$ cat src/rtl/pipe_hazard_ctrl_pkg.sv
// Shared definitions for the pipe hazard controller.
//   state_e  : controller state encoding, also exported on state_dbg
//   STATE_W  : width of the state encoding
//   CNT_W    : width of the drain/stall down-counter and the perf counter
package pipe_hazard_ctrl_pkg;

  localparam int STATE_W = 3;
  localparam int CNT_W   = 32;

  typedef enum logic [STATE_W-1:0] {
    ST_RUN    = 3'd0,
    ST_LSTALL = 3'd1,
    ST_MWAIT  = 3'd2,
    ST_SERIAL = 3'd3,
    ST_FLUSH  = 3'd4,
    ST_HALT   = 3'd5
  } state_e;

endpackage

$ cat src/rtl/pipe_hazard_ctrl_hazard_detect.sv
// Combinational RAW hazard detector between decode and execute.
//   d_valid, d_src_1, d_src_2, d_reads_cr : decode-stage instruction info
//   x_valid, x_tgt_1, x_is_load, x_tgts_cr : execute-stage instruction info
//   hazard : decode must wait for the execute-stage result
module hazard_detect (
  input  logic       d_valid,
  input  logic [4:0] d_src_1,
  input  logic [4:0] d_src_2,
  input  logic       d_reads_cr,
  input  logic       x_valid,
  input  logic [4:0] x_tgt_1,
  input  logic       x_is_load,
  input  logic       x_tgts_cr,
  output logic       hazard
);

  logic load_use;
  logic cr_raw;

  // r0 is hardwired zero, so a load targeting it never creates a dependency.
  assign load_use = x_is_load && (x_tgt_1 != 5'd0) &&
                    ((x_tgt_1 == d_src_1) || (x_tgt_1 == d_src_2));
  assign cr_raw   = x_tgts_cr && d_reads_cr;
  assign hazard   = d_valid && x_valid && (load_use || cr_raw);

endmodule

$ cat src/rtl/pipe_hazard_ctrl.sv
// Central stall/flush/halt sequencer for the 5-stage pipe.
//   clk, rst, clk_en       : clock, sync active-high reset, advance enable
//   d_* / x_*              : decode/execute instruction info for hazard checks
//   pipe_empty, mem_busy   : pipe occupancy and data-memory wait
//   branch_taken, exc_wb   : control-flow redirects
//   halt_req               : halt/sleep request in decode
//   stall, flush, halt     : Mealy controls into fetch/decode/execute
//   state_dbg              : current state encoding
//   stall_cycles           : count of stalled cycles (wraps)
//
// state  | meaning
// RUN    | normal issue; hazards/redirects evaluated each cycle
// LSTALL | extra load-use stall cycles being counted down
// MWAIT  | frozen on data-memory wait
// SERIAL | waiting for the pipe to drain before a serializing op
// FLUSH  | drain window after an exception-class commit
// HALT   | pipe halted until exc_wb or reset
module pipe_hazard_ctrl
  import pipe_hazard_ctrl_pkg::*;
#(
  parameter int LOAD_USE_CYCLES = 1,
  parameter int FLUSH_CYCLES    = 3
) (
  input  logic        clk,
  input  logic        rst,
  input  logic        clk_en,
  input  logic        d_valid,
  input  logic [4:0]  d_src_1,
  input  logic [4:0]  d_src_2,
  input  logic        d_reads_cr,
  input  logic        d_serialize,
  input  logic        x_valid,
  input  logic [4:0]  x_tgt_1,
  input  logic        x_is_load,
  input  logic        x_tgts_cr,
  input  logic        pipe_empty,
  input  logic        mem_busy,
  input  logic        branch_taken,
  input  logic        exc_wb,
  input  logic        halt_req,
  output logic        stall,
  output logic        flush,
  output logic        halt,
  output logic [2:0]  state_dbg,
  output logic [31:0] stall_cycles
);

  state_e             state_q, state_d;
  logic [CNT_W-1:0]   cnt_q, cnt_d;
  logic [CNT_W-1:0]   stall_cycles_q;
  logic               stall_c, flush_c, halt_c;
  logic               hazard;

  hazard_detect u_hazard_detect (
    .d_valid    (d_valid),
    .d_src_1    (d_src_1),
    .d_src_2    (d_src_2),
    .d_reads_cr (d_reads_cr),
    .x_valid    (x_valid),
    .x_tgt_1    (x_tgt_1),
    .x_is_load  (x_is_load),
    .x_tgts_cr  (x_tgts_cr),
    .hazard     (hazard)
  );

  always_comb begin
    state_d = state_q;
    cnt_d   = cnt_q;
    stall_c = 1'b0;
    flush_c = 1'b0;
    halt_c  = 1'b0;

    if (exc_wb) begin
      // The commit cycle itself is the first flush cycle of the window.
      flush_c = 1'b1;
      if (FLUSH_CYCLES > 1) begin
        state_d = ST_FLUSH;
        cnt_d   = CNT_W'(FLUSH_CYCLES - 1);
      end else begin
        state_d = ST_RUN;
        cnt_d   = '0;
      end
    end else begin
      unique case (state_q)
        ST_RUN: begin
          if (branch_taken) begin
            flush_c = 1'b1;
          end else if (mem_busy) begin
            stall_c = 1'b1;
            state_d = ST_MWAIT;
          end else if (halt_req && d_valid) begin
            stall_c = 1'b1;
            halt_c  = 1'b1;
            state_d = ST_HALT;
          end else if (d_serialize && d_valid) begin
            // An already-empty pipe lets the serializing op issue at once.
            if (!pipe_empty) begin
              stall_c = 1'b1;
              state_d = ST_SERIAL;
            end
          end else if (hazard) begin
            // The detect cycle counts as the first stall cycle.
            stall_c = 1'b1;
            if (LOAD_USE_CYCLES > 1) begin
              state_d = ST_LSTALL;
              cnt_d   = CNT_W'(LOAD_USE_CYCLES - 1);
            end
          end
        end
        ST_LSTALL: begin
          if (branch_taken) begin
            flush_c = 1'b1;
            state_d = ST_RUN;
            cnt_d   = '0;
          end else begin
            stall_c = 1'b1;
            cnt_d   = cnt_q - 1'b1;
            if (cnt_q <= CNT_W'(1)) begin
              state_d = ST_RUN;
              cnt_d   = '0;
            end
          end
        end
        ST_MWAIT: begin
          // A taken branch is held by its source and acted on back in RUN.
          if (mem_busy) begin
            stall_c = 1'b1;
          end else begin
            state_d = ST_RUN;
          end
        end
        ST_SERIAL: begin
          if (branch_taken) begin
            flush_c = 1'b1;
            state_d = ST_RUN;
          end else if (pipe_empty) begin
            state_d = ST_RUN;
          end else begin
            stall_c = 1'b1;
          end
        end
        ST_FLUSH: begin
          flush_c = 1'b1;
          cnt_d   = cnt_q - 1'b1;
          if (cnt_q <= CNT_W'(1)) begin
            state_d = ST_RUN;
            cnt_d   = '0;
          end
        end
        ST_HALT: begin
          stall_c = 1'b1;
          halt_c  = 1'b1;
        end
        default: begin
          state_d = ST_RUN;
          cnt_d   = '0;
        end
      endcase
    end
  end

  always_ff @(posedge clk) begin
    if (rst) begin
      state_q        <= ST_RUN;
      cnt_q          <= '0;
      stall_cycles_q <= '0;
    end else if (clk_en) begin
      state_q        <= state_d;
      cnt_q          <= cnt_d;
      stall_cycles_q <= stall_cycles_q + CNT_W'(stall_c);
    end
  end

  // Reset forces a squash of everything in flight.
  assign stall        = stall_c & ~rst;
  assign flush        = flush_c | rst;
  assign halt         = halt_c & ~rst;
  assign state_dbg    = state_q;
  assign stall_cycles = stall_cycles_q;

endmodule

$ cat config.mk
export PLATFORM = sky130hd
export DESIGN_NAME = pipe_hazard_ctrl
export DESIGN_NICKNAME = d
export VERILOG_FILES = /design/src/rtl/pipe_hazard_ctrl_pkg.sv /design/src/rtl/pipe_hazard_ctrl_hazard_detect.sv /design/src/rtl/pipe_hazard_ctrl.sv
export SDC_FILE = /design/constraint.sdc
export NUM_CORES = 1
export LEC_CHECK = 0
export ABC_CLOCK_PERIOD_IN_PS = 2950
export CELL_PAD_IN_SITES_DETAIL_PLACEMENT = 0
export CELL_PAD_IN_SITES_GLOBAL_PLACEMENT = 1
export CORE_MARGIN = 4
export CORE_UTILIZATION = 35
export CTS_CLUSTER_SIZE = 14
export DETAILED_ROUTE_END_ITERATION = 10
export MAX_ROUTING_LAYER = met4
export PLACE_DENSITY_LB_ADDON = 0.1
export SETUP_SLACK_MARGIN = 0.05
export SLEW_MARGIN = 5
export SYNTH_ARGS = -nofsm -noshare
export SYNTH_HDL_FRONTEND = slang
export SYNTH_SLANG_ARGS = --single-unit
$ cat constraint.sdc
create_clock -name clk -period 2.95 [get_ports clk]
set_input_delay 0.4425 -clock clk [delete_from_list [all_inputs] [get_ports clk]]
set_output_delay 0.4425 -clock clk [all_outputs]
set_load 0.02 [all_outputs]
==> reports/results.tsv <==
stage	metric	value	unit
yosys	Post-synth EDFFs	0	
layout	Filler cells	983	
layout	P&R area growth vs syn	41.9	%
timing	RSZ-0062 raised after global routing	no	
timing	Layout Skew	14.0	ps
clocking	CTS HTree Levels	3	
yosys	top cells by area in the synthesized netlist	dfxtp_1, xor2_1, nor2_1, xnor2_1, nand4_1	
global_route	gr ovfl total	0	
drt	Routed WL per cell	13.8	um
critical_path	WP buf/inv	4	
drt	first drt pass iteration count	4	
placement	# port buffers	66	
placement	GPL Wtd Cong	0.825	
yosys	Synth top area share	0.382	
clocking	clock root buffer	clkbuf_8	
clocking	CTS Buffer Depth	2	
floorplan	# rows	36	
floorplan	core area	9770	um2
critical_path	Worst setup EP type	register	
worst_hold_path	Tightest Hold Check Type	reg -> reg	
yosys	YS warnings	0	
yosys	Synth Register Bits	67	
yosys	Synthesized Nets	456	
critical_path	Worst EP arrival	3010	ps
timing	final setup fails	0	
timing	Final WS setup	181	ps
yosys	Most used DFF post-synth	dfxtp_1	
layout	Post-Layout Cell Count	663	
drt	Via density	5.06	
timing	Fmax achieved	0.361	GHz
timing	min Tclk post-route	2770	ps
floorplan	Ports	67	
yosys	Synth Cell Area	3510	um2
drt	vias	3352	
floorplan	Die Wd	108	um
clocking	TritonCTS Buffers	9	
global_route	GRT Util Overall	0.172	
yosys	Mapped Avg Cell Area	8.30	um2
drt	DRC viols	0	
power_and_ir_drop	Pwr Density	539	nW/um2
floorplan	total die area	11700	um2
placement	DP HPWL	6430	um
timing	worst rel slew slack	0.464	
layout	share of layout cells above drive strength 1	0.168	
layout	Multi-input gate area	2200	um2
floorplan	die height	108	um
timing	hold_ws	494	ps
critical_path	kind of critical path	in -> reg	
clocking	hold_buf cts	0	
power_and_ir_drop	leakage	1.95	nW
placement	Inst Count DP	639	
yosys	most frequent cell after synthesis	nor2_1	
drt	Post-Route WL	9170	um
placement	dpl ws	-589	ps
clocking	Clock transition at path regs	90	ps
drt	Initial DRC Count	171	
critical_path	worst path required time	3190	ps
timing	worst slew pin tran	804	ps
yosys	commonest cells in the netlist	nor2_1, dfxtp_1, xor2_1, nand2_1, nand3_1	
yosys	Cells after Synth	423	
global_route	largest net degree at the start of global routing	34	
critical_path	family with the most delay on the worst path	buffers and inverters	
yosys	area leader, netlist	dfxtp_1	
critical_path	crit-path cells	clkdlybuf4s50_1 > or2_4 > a311oi_4 > a31oi_4 > a21oi_2 > ha_2 > buf_6 > ha_4 > nand2_4 > nor4_4 > buf_4 > buf_12 > nand4_1 > xor2_1 > nor2_1	
critical_path	Worst path max stage delay	420	ps
clocking	clk sinks	67	
layout	Register Area	1340	um2
critical_path	Slowest cell on crit path	clkdlybuf4s50_1	
global_route	first-pass GRT wire length	16000	um
power_and_ir_drop	worst vdd ir	0.332	mV
global_route	initial antenna violation count	0	
clocking	Clock Latency Late Sink	350	ps
layout	net count reported at finish	558	
power_and_ir_drop	total power	2.69	mW
timing	Slew Limit Fails	0	
floorplan	Starting Density	0.359	
yosys	sequential share of the synthesized area	0.382	
timing	Tcrit/Tclk final	0.939	
yosys	FFs w/ async S/R, synth	0	
clocking	CTS tree	built	
global_route	number of global-route vias before repair	3439	
drt	Antenna Nets Post-Route	0	
timing	Final Hold Fails	0	
critical_path	maximum fanout along the worst path	5	
layout	utilization after layout	0.510	
yosys	Synth cell types	54	
layout	diode count	0	
job	Max Cap Viol	0	
critical_path	CP Launch Type	input pin	
outcome	status	completed	
routing by layer:
| metal | global-route usage | wire [um] |
|---|---|---|
| met5 | - | 0 |
| met1 | 0.206 | 4250 |
| met3 | 0.0352 | 215 |
| met4 | 0.0496 | 90 |
| met2 | 0.294 | 4620 |
cells by family (layout without fill, tap and decap cells):
| group | count (synthesis) | in the layout | synth area share |
|---|---|---|---|
| AND/OR/NAND/NOR | 211 | 211 | 0.314 |
| flip-flops | 67 | 67 | 0.382 |
| XOR/XNOR | 61 | 61 | 0.152 |
| AO/OA/AOI/OAI | 49 | 49 | 0.0944 |
| buffers and inverters | 27 | 134 | 0.0324 |
| adder cells (fa/ha/maj) | 4 | 4 | 0.0143 |
| multiplexers | 4 | 4 | 0.0114 |
metrics by stage:
step / TNS, ps / cell area (um2)
global route: 0 / 4980
floorplan: 0 / 3520
CTS: 0 / 4900
detailed placement: -13040 / 4540
global placement: -11360 / 4540
finish: 0 / 4980
area by class of cell:
class | instances | share of cell area
clock buffers | 11 | 0.0304
clock inverters | 5 | 0.0131
well taps | 133 | 0.0334
flip-flops and latches | 67 | 0.269
repair buffers | 110 | 0.207
multi-input cells | 329 | 0.441
inverters | 8 | 0.00603
tightest hold or removal path, cell delays in order (launching register included):
cell,delay (ps)
dfxtp_1,320
o21ai_0,70
a21oi_1,60
what timing repair did:
action | 4_1_cts | 5_1_grt
endpoints found under the hold margin | 0 | 0
setup endpoints to repair | 24 | 15
gates resized for setup | 28 | 12
gates cloned | 1 | 0
pin swaps | 10 | 16
setup buffers | 3 | 4
worst paths after layout:
kind	from	end	slack, ps	cells past startpoint
max reg2reg	state_dbg[0]$_SDFFE_PP0P_	stall_cycles[14]$_SDFFE_PP0P_	270	15
max	branch_taken	stall_cycles[14]$_SDFFE_PP0P_	180	15
min reg2reg	cnt_q[30]$_SDFFE_PP0P_	cnt_q[30]$_SDFFE_PP0P_	490	2
min	cnt_q[30]$_SDFFE_PP0P_	cnt_q[30]$_SDFFE_PP0P_	490	2
layout by cell type (no fill, tap or decap), types with 3 or more instances in the layout:
master            n
mux2i_1           4
or3_1            11
a21oi_1          14
inv_6             4
and3_1            7
xor2_1           43
dlygate4sd2_1     9
nand3_1          21
xnor2_1          18
buf_4            41
clkbuf_8         11
nand4_1          22
nor4_1            5
inv_1             8
or4_1            10
dfxtp_1          66
dlymetal6s2s_1    4
nor2_1           74
o21ai_0           8
nor3_1            9
clkdlybuf4s50_1  53
nand2_1          22
o31ai_1           4
nand3_2           3
nand2b_1          3
registers in the layout, indices dropped and copies added, names as in the netlist:
register / count
cnt_q: 32
stall_cycles: 32
state_dbg: 3
power by group:
group | switching [mW] | internal, mW | leakage (nW)
Sequential | 0.0687 | 0.972 | 0.543
Clock | 0.386 | 0.449 | 0.111
Combinational | 0.456 | 0.354 | 1.30
Note: power is estimated with default switching activity, not from simulation.
